[src/rtl/fetch_pkg.sv]
// Shared types and constants for the instruction fetch stage.
package fetch_pkg;

    localparam int unsigned INSTR_WIDTH = 32;
    localparam logic [31:0] PC_STEP     = 32'd4;

    typedef enum logic [2:0] {
        S_IDLE,
        S_REQ,
        S_WAIT,
        S_OUT,
        S_FAULT
    } fetch_state_e;

endpackage

[src/rtl/pc_gen.sv]
// Redirect and misalignment detection plus the fetch PC next-value mux.
module pc_gen
    import fetch_pkg::*;
(
    input  logic        ex_valid,
    input  logic [31:0] ex_pc,
    input  logic [31:0] ex_pc_next,
    input  logic [31:0] fetch_pc,
    input  logic        advance,
    output logic        redirect,
    output logic        misaligned,
    output logic [31:0] fetch_pc_next
);

    always_comb begin
        // Sequential prediction only; any other resolved target is a redirect.
        redirect   = ex_valid && (ex_pc_next != (ex_pc + PC_STEP));
        misaligned = redirect && (ex_pc_next[1:0] != 2'b00);

        if (redirect) begin
            fetch_pc_next = ex_pc_next;
        end else if (advance) begin
            fetch_pc_next = fetch_pc + PC_STEP;
        end else begin
            fetch_pc_next = fetch_pc;
        end
    end

endmodule

[src/rtl/fetch_unit.sv]
// Instruction fetch stage: one outstanding imem request, PC+4 prediction,
// redirect from execute, and a valid/ready output register toward decode.
module fetch_unit
    import fetch_pkg::*;
#(
    parameter logic [31:0] RESET_VECTOR = 32'h0000_0000
) (
    input  logic                   clk,
    input  logic                   rst_n,
    input  logic                   ex_valid,
    input  logic [31:0]            ex_pc,
    input  logic [31:0]            ex_pc_next,
    output logic                   imem_req_valid,
    input  logic                   imem_req_ready,
    output logic [31:0]            imem_addr,
    input  logic                   imem_resp_valid,
    input  logic [INSTR_WIDTH-1:0] imem_resp_data,
    output logic                   if_valid,
    input  logic                   if_ready,
    output logic [31:0]            if_pc,
    output logic [INSTR_WIDTH-1:0] if_instr,
    output logic [31:0]            fetch_pc,
    output logic                   fetch_fault
);

    fetch_state_e           state_q, state_d;
    logic [31:0]            fetch_pc_q, fetch_pc_d;
    logic [31:0]            req_pc_q, req_pc_d;
    logic                   discard_q, discard_d;
    logic                   fault_q, fault_d;
    logic                   if_valid_q, if_valid_d;
    logic [31:0]            if_pc_q, if_pc_d;
    logic [INSTR_WIDTH-1:0] if_instr_q, if_instr_d;

    logic         redirect;
    logic         misaligned;
    logic         handshake;
    fetch_state_e resume_state;

    assign imem_req_valid = (state_q == S_REQ);
    assign imem_addr      = fetch_pc_q;
    assign handshake      = imem_req_valid && imem_req_ready;

    pc_gen u_pc_gen (
        .ex_valid      (ex_valid),
        .ex_pc         (ex_pc),
        .ex_pc_next    (ex_pc_next),
        .fetch_pc      (fetch_pc_q),
        .advance       (handshake),
        .redirect      (redirect),
        .misaligned    (misaligned),
        .fetch_pc_next (fetch_pc_d)
    );

    always_comb begin
        state_d    = state_q;
        req_pc_d   = req_pc_q;
        discard_d  = discard_q;
        fault_d    = fault_q;
        if_valid_d = if_valid_q;
        if_pc_d    = if_pc_q;
        if_instr_d = if_instr_q;

        if (redirect) begin
            fault_d = misaligned;
        end
        // Where to go once nothing is in flight: a pending fault parks the stage.
        resume_state = fault_d ? S_FAULT : S_REQ;

        unique case (state_q)
            S_IDLE: begin
                state_d = resume_state;
            end
            S_REQ: begin
                if (handshake) begin
                    req_pc_d = fetch_pc_q;
                    state_d  = S_WAIT;
                    if (redirect) begin
                        discard_d = 1'b1;
                    end
                end else if (redirect) begin
                    state_d = resume_state;
                end
            end
            S_WAIT: begin
                if (imem_resp_valid) begin
                    if (discard_q || redirect) begin
                        discard_d = 1'b0;
                        state_d   = resume_state;
                    end else begin
                        if_valid_d = 1'b1;
                        if_pc_d    = req_pc_q;
                        if_instr_d = imem_resp_data;
                        state_d    = S_OUT;
                    end
                end else if (redirect) begin
                    discard_d = 1'b1;
                end
            end
            S_OUT: begin
                if (redirect) begin
                    state_d = resume_state;
                end else if (if_ready) begin
                    if_valid_d = 1'b0;
                    state_d    = S_REQ;
                end
            end
            S_FAULT: begin
                if (redirect) begin
                    state_d = resume_state;
                end
            end
            default: begin
                state_d = S_IDLE;
            end
        endcase

        // A redirect kills the buffered instruction even if decode is ready.
        if (redirect) begin
            if_valid_d = 1'b0;
        end
    end

    always_ff @(posedge clk) begin
        if (!rst_n) begin
            state_q    <= S_IDLE;
            fetch_pc_q <= RESET_VECTOR;
            req_pc_q   <= 32'd0;
            discard_q  <= 1'b0;
            fault_q    <= 1'b0;
            if_valid_q <= 1'b0;
            if_pc_q    <= 32'd0;
            if_instr_q <= '0;
        end else begin
            state_q    <= state_d;
            fetch_pc_q <= fetch_pc_d;
            req_pc_q   <= req_pc_d;
            discard_q  <= discard_d;
            fault_q    <= fault_d;
            if_valid_q <= if_valid_d;
            if_pc_q    <= if_pc_d;
            if_instr_q <= if_instr_d;
        end
    end

    assign if_valid    = if_valid_q;
    assign if_pc       = if_pc_q;
    assign if_instr    = if_instr_q;
    assign fetch_pc    = fetch_pc_q;
    assign fetch_fault = fault_q;

endmodule

[config.mk]
export PLATFORM = sky130hd
export DESIGN_NAME = fetch_unit
export DESIGN_NICKNAME = d
export VERILOG_FILES = /design/src/rtl/fetch_pkg.sv /design/src/rtl/pc_gen.sv /design/src/rtl/fetch_unit.sv
export SDC_FILE = /design/constraint.sdc
export NUM_CORES = 1
export LEC_CHECK = 0
export BUFFER_PORTS_ARGS = -buffer_cell sky130_fd_sc_hd__buf_4
export CAP_MARGIN = 10
export CORE_ASPECT_RATIO = 0.9
export CORE_MARGIN = 5
export CORE_UTILIZATION = 45
export CTS_CLUSTER_SIZE = 14
export DETAILED_ROUTE_END_ITERATION = 10
export PLACE_DENSITY = 0.81
export SLEW_MARGIN = 0
export SYNTH_ARGS = -nofsm -noshare
export SYNTH_HDL_FRONTEND = slang
export SYNTH_HIERARCHICAL = 1
export SYNTH_SLANG_ARGS = --single-unit
[constraint.sdc]
create_clock -name clk -period 6.8 [get_ports clk]
set_input_delay 1.02 -clock clk [delete_from_list [all_inputs] [get_ports clk]]
set_output_delay 1.02 -clock clk [all_outputs]
set_load 0.02 [all_outputs]
==> results.json <==
{
  "swShare_pct": 28.8,
  "period_minus_slack_ps": 4670,
  "vias": 6535,
  "synth_async_sr_flop_share_pct": 0,
  "p_switching_w": 0.000602,
  "clkPwrFrac_pct": 39.5,
  "tightest_slew_ps": 1090,
  "clkLatencyLatePin_ps": 410,
  "crit_end": "if_valid",
  "powerDensity_mw_per_mm2": 220,
  "finalPower_w": 0.00209,
  "synth_common_cells": "nand2_1 (169), dfxtp_1 (134), a21boi_2 (50), nand2_2 (50), xnor2_1 (39)",
  "synth_seq_area_share_pct": 35.8,
  "fin_setup_tns_ps": 0,
  "cts_tree": "yes",
  "syn_nets": 953,
  "gp_congestion": 0.879,
  "crit_path_end_kind": "flop",
  "gr-total-overflow": 0,
  "hold_viol_final": 0,
  "irDropWorstVdd_mv": 0.172,
  "power.internal_w": 0.00149,
  "wl_per_cell_microns": 16.4,
  "nNetsFinal": 1130,
  "yosys.area.top_type": "dfxtp_1",
  "clock_sinks": 134,
  "drv_cap": 0,
  "ys_top_cells_by_area": "dfxtp_1 (36%), nand2_1 (8.5%), a21boi_2 (7.5%)",
  "cp-startpoint": "ex_pc[2]",
  "required_ps": 7120,
  "setup.worst_path.start_class": "input pin",
  "critPathMaxFanout": 65,
  "syn_to_final_growth_pct": 26.5,
  "cts-hold-fix-buffers": 0,
  "clock_tree.htree_level_count": 4,
  "ys_warn_count": 6,
  "core_sq_mm": 0.0162,
  "worstPathArrival_ps": 4990,
  "skew_ps": 7.42,
  "grt_pass1_vias": 6391,
  "rr_worst_depth": 10,
  "post_cts_buffers": 0,
  "cts_resized": 0,
  "critPathKind": "input pin to flop",
  "drv_slew": 0,
  "max_slew_margin_pct": 27.6,
  "numCtsBuffers": 17,
  "pwr-share-seq_pct": 41.6,
  "die_h_microns": 132,
  "drt_iter0_markers": 370,
  "setup_viol": 0,
  "antenna_found_initial": 0,
  "status": "completed",
  "n_antenna_cell": 0,
  "cts_buffer_depth": 2,
  "rsz0062_at_grt": "no",
  "synth_most_common_cell": "nand2_1",
  "drt_pass1_iterations": 5,
  "yosysTopAreaCellShare_pct": 35.8,
  "timing.rr.start": "state_q[1]",
  "grt.total_usage_pct": 20.3,
  "r2r_end": "fetch_pc[25]",
  "avgSynthCellArea_sq_um": 8.84,
  "total_leakage_power_nw": 3.78,
  "yosysUniqueCellTypes": 71,
  "grt_pass1_wl_mm": 32.4,
  "grt_max_degree": 135,
  "p_comb_share_pct": 18.9,
  "drive_gt1_share_pct": 36.6,
  "synthCells": 849,
  "ys.flop_type": "dfxtp_1",
  "clkSlewWorstSetupHoldPaths_ps": 60,
  "r2r_setup_slack_ps": 3460,
  "routed_wl_mm": 20.4,
  "start_util_pct": 46.2,
  "fin_crit_sh_pct": 68.7,
  "fmax_mhz": 214,
  "fillCellCount": 1477,
  "die_area_sq_mm": 0.0194,
  "min_path_type": "flop to flop",
  "cts_root_buf": "clkbuf_16",
  "rows": 44,
  "dieWidth_microns": 146,
  "dp_hpwl_mm": 14.8,
  "synth_area_sq_mm": 0.00750,
  "io_pins": 233,
  "viasPerCell": 5.24,
  "postRouteAntennaNets": 0,
  "ys_ff_latch": 134,
  "port_buffers": 232,
  "drc": 0,
  "synth_edf_count": 0
}
critical path, stage by stage:
cell	delay, ps
buf_4	100
ha_1	210
nand4_1	240
nor3_1	720
nand3_1	190
xnor2_1	170
a2111o_1	380
o31ai_4	230
inv_1	220
nor3b_4	280
and3_4	940
nor2_1	70
a311oi_1	210
power by group through the flow:
| stage | combinational [W] | sequential [W] | clock, W |
|---|---|---|---|
| 4_1_cts | 0.000397 | 0.000868 | 0.000846 |
| 3_5_place_dp | 0.000396 | 0.000885 | 0 |
| 6_report | 0.000395 | 0.000869 | 0.000825 |
| 3_3_place_gp | 0.000391 | 0.000884 | 0 |
| 5_1_grt | 0.000430 | 0.000874 | 0.000884 |
| 2_1_floorplan | 0.000257 | 0.000886 | 0 |
final cells by class:
class / count / area (sq um) / area share, %
tap: 207 / 259 / 2.73
timing repair buffer: 235 / 1760 / 18.6
clock buffer: 24 / 482 / 5.07
inverter: 11 / 41.3 / 0.435
multi-input combinational: 627 / 4210 / 44.4
sequential: 134 / 2680 / 28.3
clock inverter: 8 / 50.0 / 0.527
layout by cell type, fill, tap and decap left out, types with 4 or more instances in the layout:
master	instances
a21boi_0	24
a21boi_1	22
a21boi_2	50
a31oi_1	4
and2_1	32
and3_1	11
and4_1	6
buf_4	235
clkbuf_1	4
clkbuf_16	17
clkinv_2	4
clkinvlp_4	4
dfxtp_1	134
inv_1	10
mux2_1	25
mux2_2	6
mux2i_1	4
nand2_1	169
nand2_2	50
nand2b_1	5
nand3_1	22
nand3b_1	5
nand4_1	15
nor2_1	26
nor2b_1	6
nor3_1	10
nor4_1	6
o21ai_0	7
xnor2_1	39
xor2_1	27
registers in the layout (all words and copies together), names as in the netlist:
signal / cells
fetch_pc: 32
if_instr: 32
if_pc: 32
req_pc_q: 32
state_q: 3
discard_q: 1
fetch_fault: 1
if_valid: 1
how the worst min path moves through the flow:
stage,startpoint,end,depth (start not counted)
after CTS,req_pc_q[20],if_pc[20],2
after global placement,req_pc_q[2],if_pc[2],2
final,req_pc_q[20],if_pc[20],2
after global routing,req_pc_q[19],if_pc[19],2
after detailed placement,req_pc_q[30],if_pc[30],2
after floorplan,req_pc_q[0],if_pc[0],2
logic make-up (layout without fill, tap and decap cells):
group | after synthesis | after routing | synth area share (%)
AND/OR/NAND/NOR | 384 | 384 | 26.2
AO/OA/AOI/OAI | 140 | 140 | 16.7
flip-flops | 134 | 134 | 35.8
buffers and inverters | 88 | 278 | 8.14
XOR/XNOR | 66 | 66 | 7.71
multiplexers | 35 | 35 | 5.19
adder cells (fa/ha/maj) | 2 | 2 | 0.334
per-stage QoR:
step                      std cells  setup WS, ps  instance area [sq um]  util (%)  hold slack (ps)
after floorplan                 849          2520                   7500         -              435
after global placement         1214          1870                   8960      55.2              441
after detailed placement       1214          1740                   8960      55.2              445
after CTS                      1246          2180                   9490      58.5              453
after global routing           1246          1660                   9490      58.5              461
final                          1246          2130                   9490      58.5              451
metal layers:
| metal | up-vias | track usage [%] | part of all wire, % |
|---|---|---|---|
| met2 | 227 | 34.0 | 48 |
| li1 | 3201 | - | - |
| met3 | 29 | 5.20 | 6.3 |
| met1 | 3078 | 25.9 | 44 |
| met4 | 0 | 6.01 | 1.9 |
| met5 | - | 0 | 0 |
Power figures use the tool's default switching activity.
